==> config.mk <==
export PLATFORM = sky130hd
export DESIGN_NAME = mem_wb_stage_flat
export DESIGN_NICKNAME = d
export VERILOG_FILES = /design/src/rtl/cpu_defs.sv /design/src/rtl/mem_wb_stage_if.sv /design/src/rtl/load_align.sv /design/src/rtl/mem_wb_stage.sv /design/src/flat_wrapper.sv
export SDC_FILE = /design/constraint.sdc
export NUM_CORES = 1
export LEC_CHECK = 0
export ABC_AREA = 0
export CAP_MARGIN = 15
export CORE_ASPECT_RATIO = 0.8
export CORE_UTILIZATION = 49
export CTS_BUF_LIST = sky130_fd_sc_hd__clkbuf_4 sky130_fd_sc_hd__clkbuf_8
export CTS_CLUSTER_DIAMETER = 100
export CTS_CLUSTER_SIZE = 16
export DETAILED_ROUTE_END_ITERATION = 8
export PLACE_DENSITY_LB_ADDON = 0.05
export SYNTH_ARGS = -nofsm -noshare
export SYNTH_HDL_FRONTEND = slang
export SYNTH_SLANG_ARGS = --single-unit
==> constraint.sdc <==
create_clock -name CLK -period 4.1 [get_ports CLK]
set_input_delay 0.82 -clock CLK [delete_from_list [all_inputs] [get_ports CLK]]
set_output_delay 0.82 -clock CLK [all_outputs]
set_load 0.03 [all_outputs]
==> src/rtl/cpu_defs.sv <==
// Shared CPU definitions: load type codes, register/datapath widths and the
// load misalignment rule used by the writeback path.
package cpu_defs;

    localparam int unsigned XLEN  = 32;
    localparam int unsigned REG_W = 5;
    localparam int unsigned LDT_W = 3;

    localparam logic [LDT_W-1:0] LD_LW  = 3'd0;
    localparam logic [LDT_W-1:0] LD_LH  = 3'd1;
    localparam logic [LDT_W-1:0] LD_LHU = 3'd2;
    localparam logic [LDT_W-1:0] LD_LB  = 3'd3;
    localparam logic [LDT_W-1:0] LD_LBU = 3'd4;

    localparam logic [REG_W-1:0] REG_ZERO = 5'd0;

    // Word loads need a zero offset, halfword loads an even offset.
    function automatic logic load_misaligned(input logic [LDT_W-1:0] ld_type,
                                             input logic [1:0]       addr_lo);
        logic bad;
        bad = 1'b0;
        case (ld_type)
            LD_LW:         bad = (addr_lo != 2'd0);
            LD_LH, LD_LHU: bad = addr_lo[0];
            default:       bad = 1'b0;
        endcase
        return bad;
    endfunction

endpackage

==> src/rtl/mem_wb_stage_if.sv <==
// MEM -> WB handoff bus: the retiring instruction presented by the MEM stage.
interface mem_wb_stage_if;
    import cpu_defs::*;

    logic             in_valid;
    logic             in_ready;
    logic             in_we;
    logic [REG_W-1:0] in_rd;
    logic             in_is_load;
    logic [LDT_W-1:0] in_ld_type;
    logic [1:0]       in_addr_lo;
    logic [XLEN-1:0]  in_alu_result;
    logic [XLEN-1:0]  in_mem_rdata;

    modport master (
        output in_valid, in_we, in_rd, in_is_load, in_ld_type, in_addr_lo,
               in_alu_result, in_mem_rdata,
        input  in_ready
    );

    modport slave (
        input  in_valid, in_we, in_rd, in_is_load, in_ld_type, in_addr_lo,
               in_alu_result, in_mem_rdata,
        output in_ready
    );

endinterface

==> src/rtl/load_align.sv <==
// Writeback data select: passes ALU results, aligns and sign/zero-extends
// loaded bytes/halfwords, and flags misaligned loads. Purely combinational.
module load_align
    import cpu_defs::*;
(
    input  logic             is_load,
    input  logic [LDT_W-1:0] ld_type,
    input  logic [1:0]       addr_lo,
    input  logic [XLEN-1:0]  alu_result,
    input  logic [XLEN-1:0]  mem_rdata,
    output logic [XLEN-1:0]  data_c,
    output logic             misalign_c
);

    logic [15:0] half;
    logic [7:0]  byte_sel;

    always_comb begin
        half     = addr_lo[1] ? mem_rdata[31:16] : mem_rdata[15:0];
        byte_sel = mem_rdata[7:0];
        case (addr_lo)
            2'd0:    byte_sel = mem_rdata[7:0];
            2'd1:    byte_sel = mem_rdata[15:8];
            2'd2:    byte_sel = mem_rdata[23:16];
            default: byte_sel = mem_rdata[31:24];
        endcase
    end

    // Reserved load types write zero rather than stale or partial data.
    always_comb begin
        data_c     = alu_result;
        misalign_c = 1'b0;
        if (is_load) begin
            misalign_c = load_misaligned(ld_type, addr_lo);
            case (ld_type)
                LD_LW:   data_c = mem_rdata;
                LD_LH:   data_c = {{16{half[15]}}, half};
                LD_LHU:  data_c = {16'h0000, half};
                LD_LB:   data_c = {{24{byte_sel[7]}}, byte_sel};
                LD_LBU:  data_c = {24'h000000, byte_sel};
                default: data_c = '0;
            endcase
        end
    end

endmodule

==> src/rtl/mem_wb_stage.sv <==
// MEM/WB pipeline stage feeding the register-file write port (written on
// negedge). Optional same-cycle forwarding compares under WB_BYPASS_EN.
module mem_wb_stage
    import cpu_defs::*;
#(
    parameter int unsigned CNT_W = 32
) (
    input  logic              CLK,
    input  logic              RST_N,
    mem_wb_stage_if.slave     mem,
    input  logic              flush,
    input  logic              hold,
`ifdef WB_BYPASS_EN
    input  logic [REG_W-1:0]  fwd_ra,
    input  logic [REG_W-1:0]  fwd_rb,
    output logic              fwd_a_hit,
    output logic              fwd_b_hit,
    output logic [XLEN-1:0]   fwd_data,
`endif
    output logic              WE,
    output logic [REG_W-1:0]  Rw,
    output logic [XLEN-1:0]   busW,
    output logic              misalign,
    output logic [CNT_W-1:0]  retired
);

    logic            valid_q;
    logic            written_q;
    logic            we_q;
    logic            accept;
    logic [XLEN-1:0] wb_data;
    logic            wb_misalign;

    load_align u_load_align (
        .is_load    (mem.in_is_load),
        .ld_type    (mem.in_ld_type),
        .addr_lo    (mem.in_addr_lo),
        .alu_result (mem.in_alu_result),
        .mem_rdata  (mem.in_mem_rdata),
        .data_c     (wb_data),
        .misalign_c (wb_misalign)
    );

    assign mem.in_ready = ~hold;
    assign accept       = mem.in_valid & ~hold & ~flush;

    // Rw doubles as the held destination register.
    assign WE = valid_q & we_q & (Rw != REG_ZERO) & ~written_q & ~hold;

    // written_q blocks a second negedge write if hold pauses a written entry.
    always_ff @(posedge CLK or negedge RST_N) begin
        if (!RST_N) begin
            valid_q   <= 1'b0;
            written_q <= 1'b0;
            we_q      <= 1'b0;
            Rw        <= '0;
            busW      <= '0;
            misalign  <= 1'b0;
            retired   <= '0;
        end else if (accept) begin
            valid_q   <= 1'b1;
            written_q <= 1'b0;
            we_q      <= mem.in_we & ~wb_misalign;
            Rw        <= mem.in_rd;
            busW      <= wb_data;
            misalign  <= wb_misalign;
            if (!wb_misalign) begin
                retired <= retired + CNT_W'(1);
            end
        end else begin
            if (flush || !hold) begin
                valid_q <= 1'b0;
            end
            if (WE) begin
                written_q <= 1'b1;
            end
        end
    end

`ifdef WB_BYPASS_EN
    assign fwd_a_hit = WE & (fwd_ra == Rw);
    assign fwd_b_hit = WE & (fwd_rb == Rw);
    assign fwd_data  = busW;
`endif

endmodule

==> src/flat_wrapper.sv <==
// flat-port wrapper written by rule: the top's interface ports become plain ports
module mem_wb_stage_flat import cpu_defs::*;
#(
    parameter int unsigned CNT_W = 32
)
  (CLK, RST_N, flush, hold, WE, Rw, busW, misalign, retired, mem_in_valid, mem_in_we, mem_in_rd, mem_in_is_load, mem_in_ld_type, mem_in_addr_lo, mem_in_alu_result, mem_in_mem_rdata, mem_in_ready);
  mem_wb_stage_if mem_i ();
  input  logic CLK;
  input  logic RST_N;
  input  logic flush;
  input  logic hold;
  output logic WE;
  output logic [REG_W-1:0] Rw;
  output logic [XLEN-1:0] busW;
  output logic misalign;
  output logic [CNT_W-1:0] retired;
  input wire logic [$bits(mem_i.in_valid)-1:0] mem_in_valid;
  input wire logic [$bits(mem_i.in_we)-1:0] mem_in_we;
  input wire logic [$bits(mem_i.in_rd)-1:0] mem_in_rd;
  input wire logic [$bits(mem_i.in_is_load)-1:0] mem_in_is_load;
  input wire logic [$bits(mem_i.in_ld_type)-1:0] mem_in_ld_type;
  input wire logic [$bits(mem_i.in_addr_lo)-1:0] mem_in_addr_lo;
  input wire logic [$bits(mem_i.in_alu_result)-1:0] mem_in_alu_result;
  input wire logic [$bits(mem_i.in_mem_rdata)-1:0] mem_in_mem_rdata;
  output wire logic [$bits(mem_i.in_ready)-1:0] mem_in_ready;
  assign mem_i.in_valid = mem_in_valid;
  assign mem_i.in_we = mem_in_we;
  assign mem_i.in_rd = mem_in_rd;
  assign mem_i.in_is_load = mem_in_is_load;
  assign mem_i.in_ld_type = mem_in_ld_type;
  assign mem_i.in_addr_lo = mem_in_addr_lo;
  assign mem_i.in_alu_result = mem_in_alu_result;
  assign mem_i.in_mem_rdata = mem_in_mem_rdata;
  assign mem_in_ready = mem_i.in_ready;
  mem_wb_stage #(.CNT_W(CNT_W)) u_core (.CLK(CLK), .RST_N(RST_N), .mem(mem_i), .flush(flush), .hold(hold), .WE(WE), .Rw(Rw), .busW(busW), .misalign(misalign), .retired(retired));
endmodule
Word level (Yosys, flattened, before mapping)
Index checks and enable logic that the tools add are counted.
W data, S select, Z words.
{"block": "word_totals", "reg_bits": 73, "output_inout_bits": 72}
{"block": "classes", "reduce_logical": 10, "bitwise": 11, "eq_ne": 6, "addsub": 1, "mux": 10}
{"operator": "$pmux W32 S5", "n": 1}
{"operator": "$add A32 B1 Y32 const B", "n": 1}
{"operator": "$mux W32", "n": 1}
{"operator": "$pmux W8 S3", "n": 1}
{"operator": "$mux W16", "n": 1}
{"operator": "$and A1 B1 Y1", "n": 7}
{"operator": "$eq A3 B2 Y1 const B", "n": 2}
{"operator": "$reduce_bool A2 Y1", "n": 3}
{"operator": "$mux W1", "n": 5}
{"operator": "$reduce_bool A5 Y1", "n": 1}
{"operator": "$not A1 Y1", "n": 4}
{"operator": "$eq A3 B1 Y1 const B", "n": 1}
{"operator": "$eq A3 B3 Y1 const B", "n": 1}
{"operator": "$logic_not A3 Y1", "n": 1}
{"operator": "$eq A2 B1 Y1 const B", "n": 1}
{"operator": "$eq A2 B2 Y1 const B", "n": 1}
{"operator": "$logic_not A2 Y1", "n": 1}
{"operator": "$pmux W1 S2", "n": 1}
{"operator": "$reduce_and A2 Y1", "n": 1}
{"operator": "$reduce_or A2 Y1", "n": 1}
{"operator": "$logic_not A1 Y1", "n": 1}
{"operator": "$logic_or A1 B1 Y1", "n": 1}

Depth between registers and ports, before layout
{"block": "logic_depth", "depth_word": 6, "depth_mapped": 6}

Hierarchy
A second synthesis with hierarchy kept.
{"block": "hier_totals", "hier_cells": 390, "hier_area_um2": 4339.2}
{"mod": "mem_wb_stage", "cells_per_inst": 232, "seq_area_each_um2": 1826.8, "area_per_inst_um2": 3126.7, "n_inst": 1}
{"mod": "load_align", "cells_per_inst": 158, "seq_area_each_um2": 0.0, "area_per_inst_um2": 1212.4, "n_inst": 1}

Worst setup path after synthesis
OpenSTA, ideal clock, no wires.
{"block": "synth_path", "path_kind": "input to output", "start": "input port hold", "end": "output port WE", "stages": 1, "path_slack_ns": 1.391, "t_required_ns": 3.280, "arrival_time_ns": 1.889, "path_cell_list": "nor4_1"}
{"block": "synth_between", "elab_chain_len": 2}
{"element": "start, declared", "line": "flat_wrapper.sv:11", "text": "input logic hold;"}
{"element": "$not A1 Y1", "line": "mem_wb_stage.sv:48", "text": "assign WE = valid_q & we_q & (Rw != REG_ZERO) & ~written_q & ~hold;"}
{"element": "$and A1 B1 Y1", "line": "mem_wb_stage.sv:48"}
{"element": "end, declared", "line": "flat_wrapper.sv:12", "text": "output logic WE;"}
No other way between the ends.

Worst setup path in the final report
Ends and elaborated chain as after synthesis.

==> impl_results.md <==
* Critical path type: in -> out
* Drt first pass iters at 7
* RSZ-0062 raised after global routing: false
* Max VDD drop at 0.465 mV
* Sequential power share at 0.384
* Routed Antenna Nets at 0
* GR peak layer: met1
* Crit share post-route at 0.806
* P_leak at 0.00241 µW
* Crit. End Element: output pin
* Status: completed
* Met3 layer usage reported by global route at 0.0683
* Initial Util at 0.509
* Post-Syn Area at 4040 µm²
* Worst Path Required at 3.28 ns
* Hold Crit Class: reg -> reg
* Pint at 1540 µW
* CTS-repair resized insts at 0
* Worst slew pin tran at 0.973 ns
* Area growth syn-to-layout at 46.4%
* Largest net degree at the start of global routing at 74
* Final Wtd Congestion at 0.919
* Register bit total from synthesis at 73
* First-pass GRT wire length at 20.5 mm
* Rows at 29
* Vias at 4,012
* Worst reg2reg path depth at 4
* Vias/cell at 5.92
* Cell area power density at 387 nW/µm²
* CTS Buffer Depth at 2
* Reg2reg end: u_core.retired[30]$_DFFE_PN0P_
* Switching pwr at 746 µW
* Clock root cell: clkbuf_8
* Final core occ at 0.745
* Max Transition Viols Final at 0
* # IOs at 153
* Met1 global-route usage at 0.448
* Die H at 83.3 µm
* Layout Nets at 647
* Start point of the worst hold path: u_core.we_q$_DFFE_PN0P_
* Synth unique cells at 47
* Die Wd at 104 µm
* Clock latency on the worst-skew pair at 0.35 ns
* Yosys Warn Count at 0
* Full die area at 8620 µm²
* Drt wl/cell at 19.1 µm
* CTS H-tree lvls at 3
* Clock slew at reported path FFs at 0.08 ns
* M2 GR Usage at 0.441
* Net Sw Frac at 0.326
* CTS tree: built
* Critical Path Start Type: primary input
* Number of port buffers at 152
* N_diodes at 0
* Post-synth net total at 502
* CP max FO at 5
* Vias in the first global route at 3,813
* Worst reg2reg startpoint: u_core.retired[11]$_DFFE_PN0P_
* Total wire length at 13.0 mm
* Seq/Total Area, Yosys at 0.452
* Clk pwr share at 0.307
* CP arrival at 2.49 ns
* Max Freq at 0.303 GHz
* Slew headroom at 0.339
* Fillers at 565
* Tot GR Track Use at 0.303
* Ys async rst share at 1.00
* Final setup viols at 0
* Hold Violations, Final at 0
* Cts hold-fix bufs at 0
* Initial drt markers at 254
* Setup Fix Bufs, Post-CTS at 0
* TNS Setup at 0 ns
* Pre-CTS setup slack at 0.800 ns
* GRT overflow at 0
* Synthesized netlist cell count at 420
* Worst Skew at 0.00727 ns
* Reg-to-reg slack, setup at 2.21 ns
* Detail Placement HPWL at 9.29 mm
* Hold Path End: u_core.we_q$_DFFE_PN0P_
* Post-route worst setup slack at 0.795 ns
* Max-cap violations at 0
* Residual DRC at 0
* Hold Path Stages at 2
* Gate power share at 0.308
* Clk sinks at 73
* Core area at 7950 µm²
* Initial antenna violation count at 0
* Clock buffer count from CTS at 9
* Ys flop type: dfrtp_1
* Share of cells above drive strength 1 at 0.0737
* Post-synth EDFFs at 0
* Min Clock Period, post-route at 3.31 ns
* Syn_area_per_cell at 9.63 µm²
## worst max path at each step
stage	from	end	slack [ns]	cells past startpoint
2_1_floorplan	hold	WE	1.39	1
3_3_place_gp	mem_in_ld_type[1]	u_core.busW[18]$_DFFE_PN0P_	0.74	5
3_5_place_dp	hold	WE	0.80	3
4_1_cts	hold	WE	0.79	3
5_1_grt	hold	WE	0.77	3
6_report	hold	WE	0.79	3
## stage by stage
stage,cell area (µm²),power [µW],instances,hold slack (ns)
floorplan,4040,1240,420,0.439
global placement,5670,1580,662,0.461
detailed placement,5670,1590,662,0.464
CTS,5920,2290,678,0.481
global route,5920,2370,678,0.503
finish,5920,2290,678,0.484
## logic make-up after synthesis
group | synth area share
multiplexers | 0.0541
AO/OA/AOI/OAI | 0.181
adder cells (fa/ha/maj) | 0.00557
buffers and inverters | 0.0347
AND/OR/NAND/NOR | 0.204
flip-flops | 0.452
XOR/XNOR | 0.0693
## layout by cell type (no fill, tap or decap), drive strengths merged, types with 17 or more instances in the layout
cell | synthesis | layout
clkdlybuf4s50 | 0 | 151
dfrtp | 73 | 73
nand2 | 33 | 33
nor2 | 31 | 31
xnor2 | 31 | 31
a21oi | 27 | 27
o21ai | 26 | 26
a22oi | 22 | 22
nand4 | 19 | 19
and3 | 18 | 18
o22ai | 17 | 17
## routing by layer
layer / share of wire / vias to the layer above / wire (µm)
li1: - / 1857 / -
met1: 0.46 / 1927 / 6000
met2: 0.44 / 203 / 5760
met3: 0.077 / 25 / 1000
met4: 0.017 / 0 / 217
met5: 0 / - / 0
## cells in the mapped netlist (16+ instances only)
library cell,n,area share
xnor2_1,31,0.067
and3_1,18,0.028
nor2_1,31,0.029
o21ai_0,24,0.030
clkbuf_1,24,0.022
a21oi_1,27,0.033
nand4_1,19,0.029
nand3_1,16,0.020
dfrtp_1,73,0.45
a22oi_1,22,0.041
o22ai_1,17,0.026
nand2_1,33,0.031
## power groups by stage
stage	Sequential (µW)	Clock, µW	Combinational, µW
floorplan	1050	0	190
global placement	889	0	690
detailed placement	890	0	700
CTS	878	712	705
global route	890	739	742
finish	880	703	705
## registers in the layout (all words and copies together), names as in the netlist
name / flops
u_core.busW: 32
u_core.retired: 32
u_core.Rw: 5
u_core.misalign: 1
u_core.valid_q: 1
u_core.we_q: 1
u_core.written_q: 1
## critical path: stages
cell and delay (ns):
clkdlybuf4s50_1 0.54, nor4_1 0.39, clkdlybuf4s50_1 0.74
## layout make-up
type                       instances  area (µm²)  share of cell area
multi-input combinational        313        2090               0.353
sequential                        73        1830               0.309
timing repair buffer             163        1600               0.271
tap                              108         135              0.0228
clock buffer                      10         131              0.0222
clock inverter                     6         115              0.0194
inverter                           5        18.8             0.00317
No activity file was read; power rests on OpenSTA's default activity.
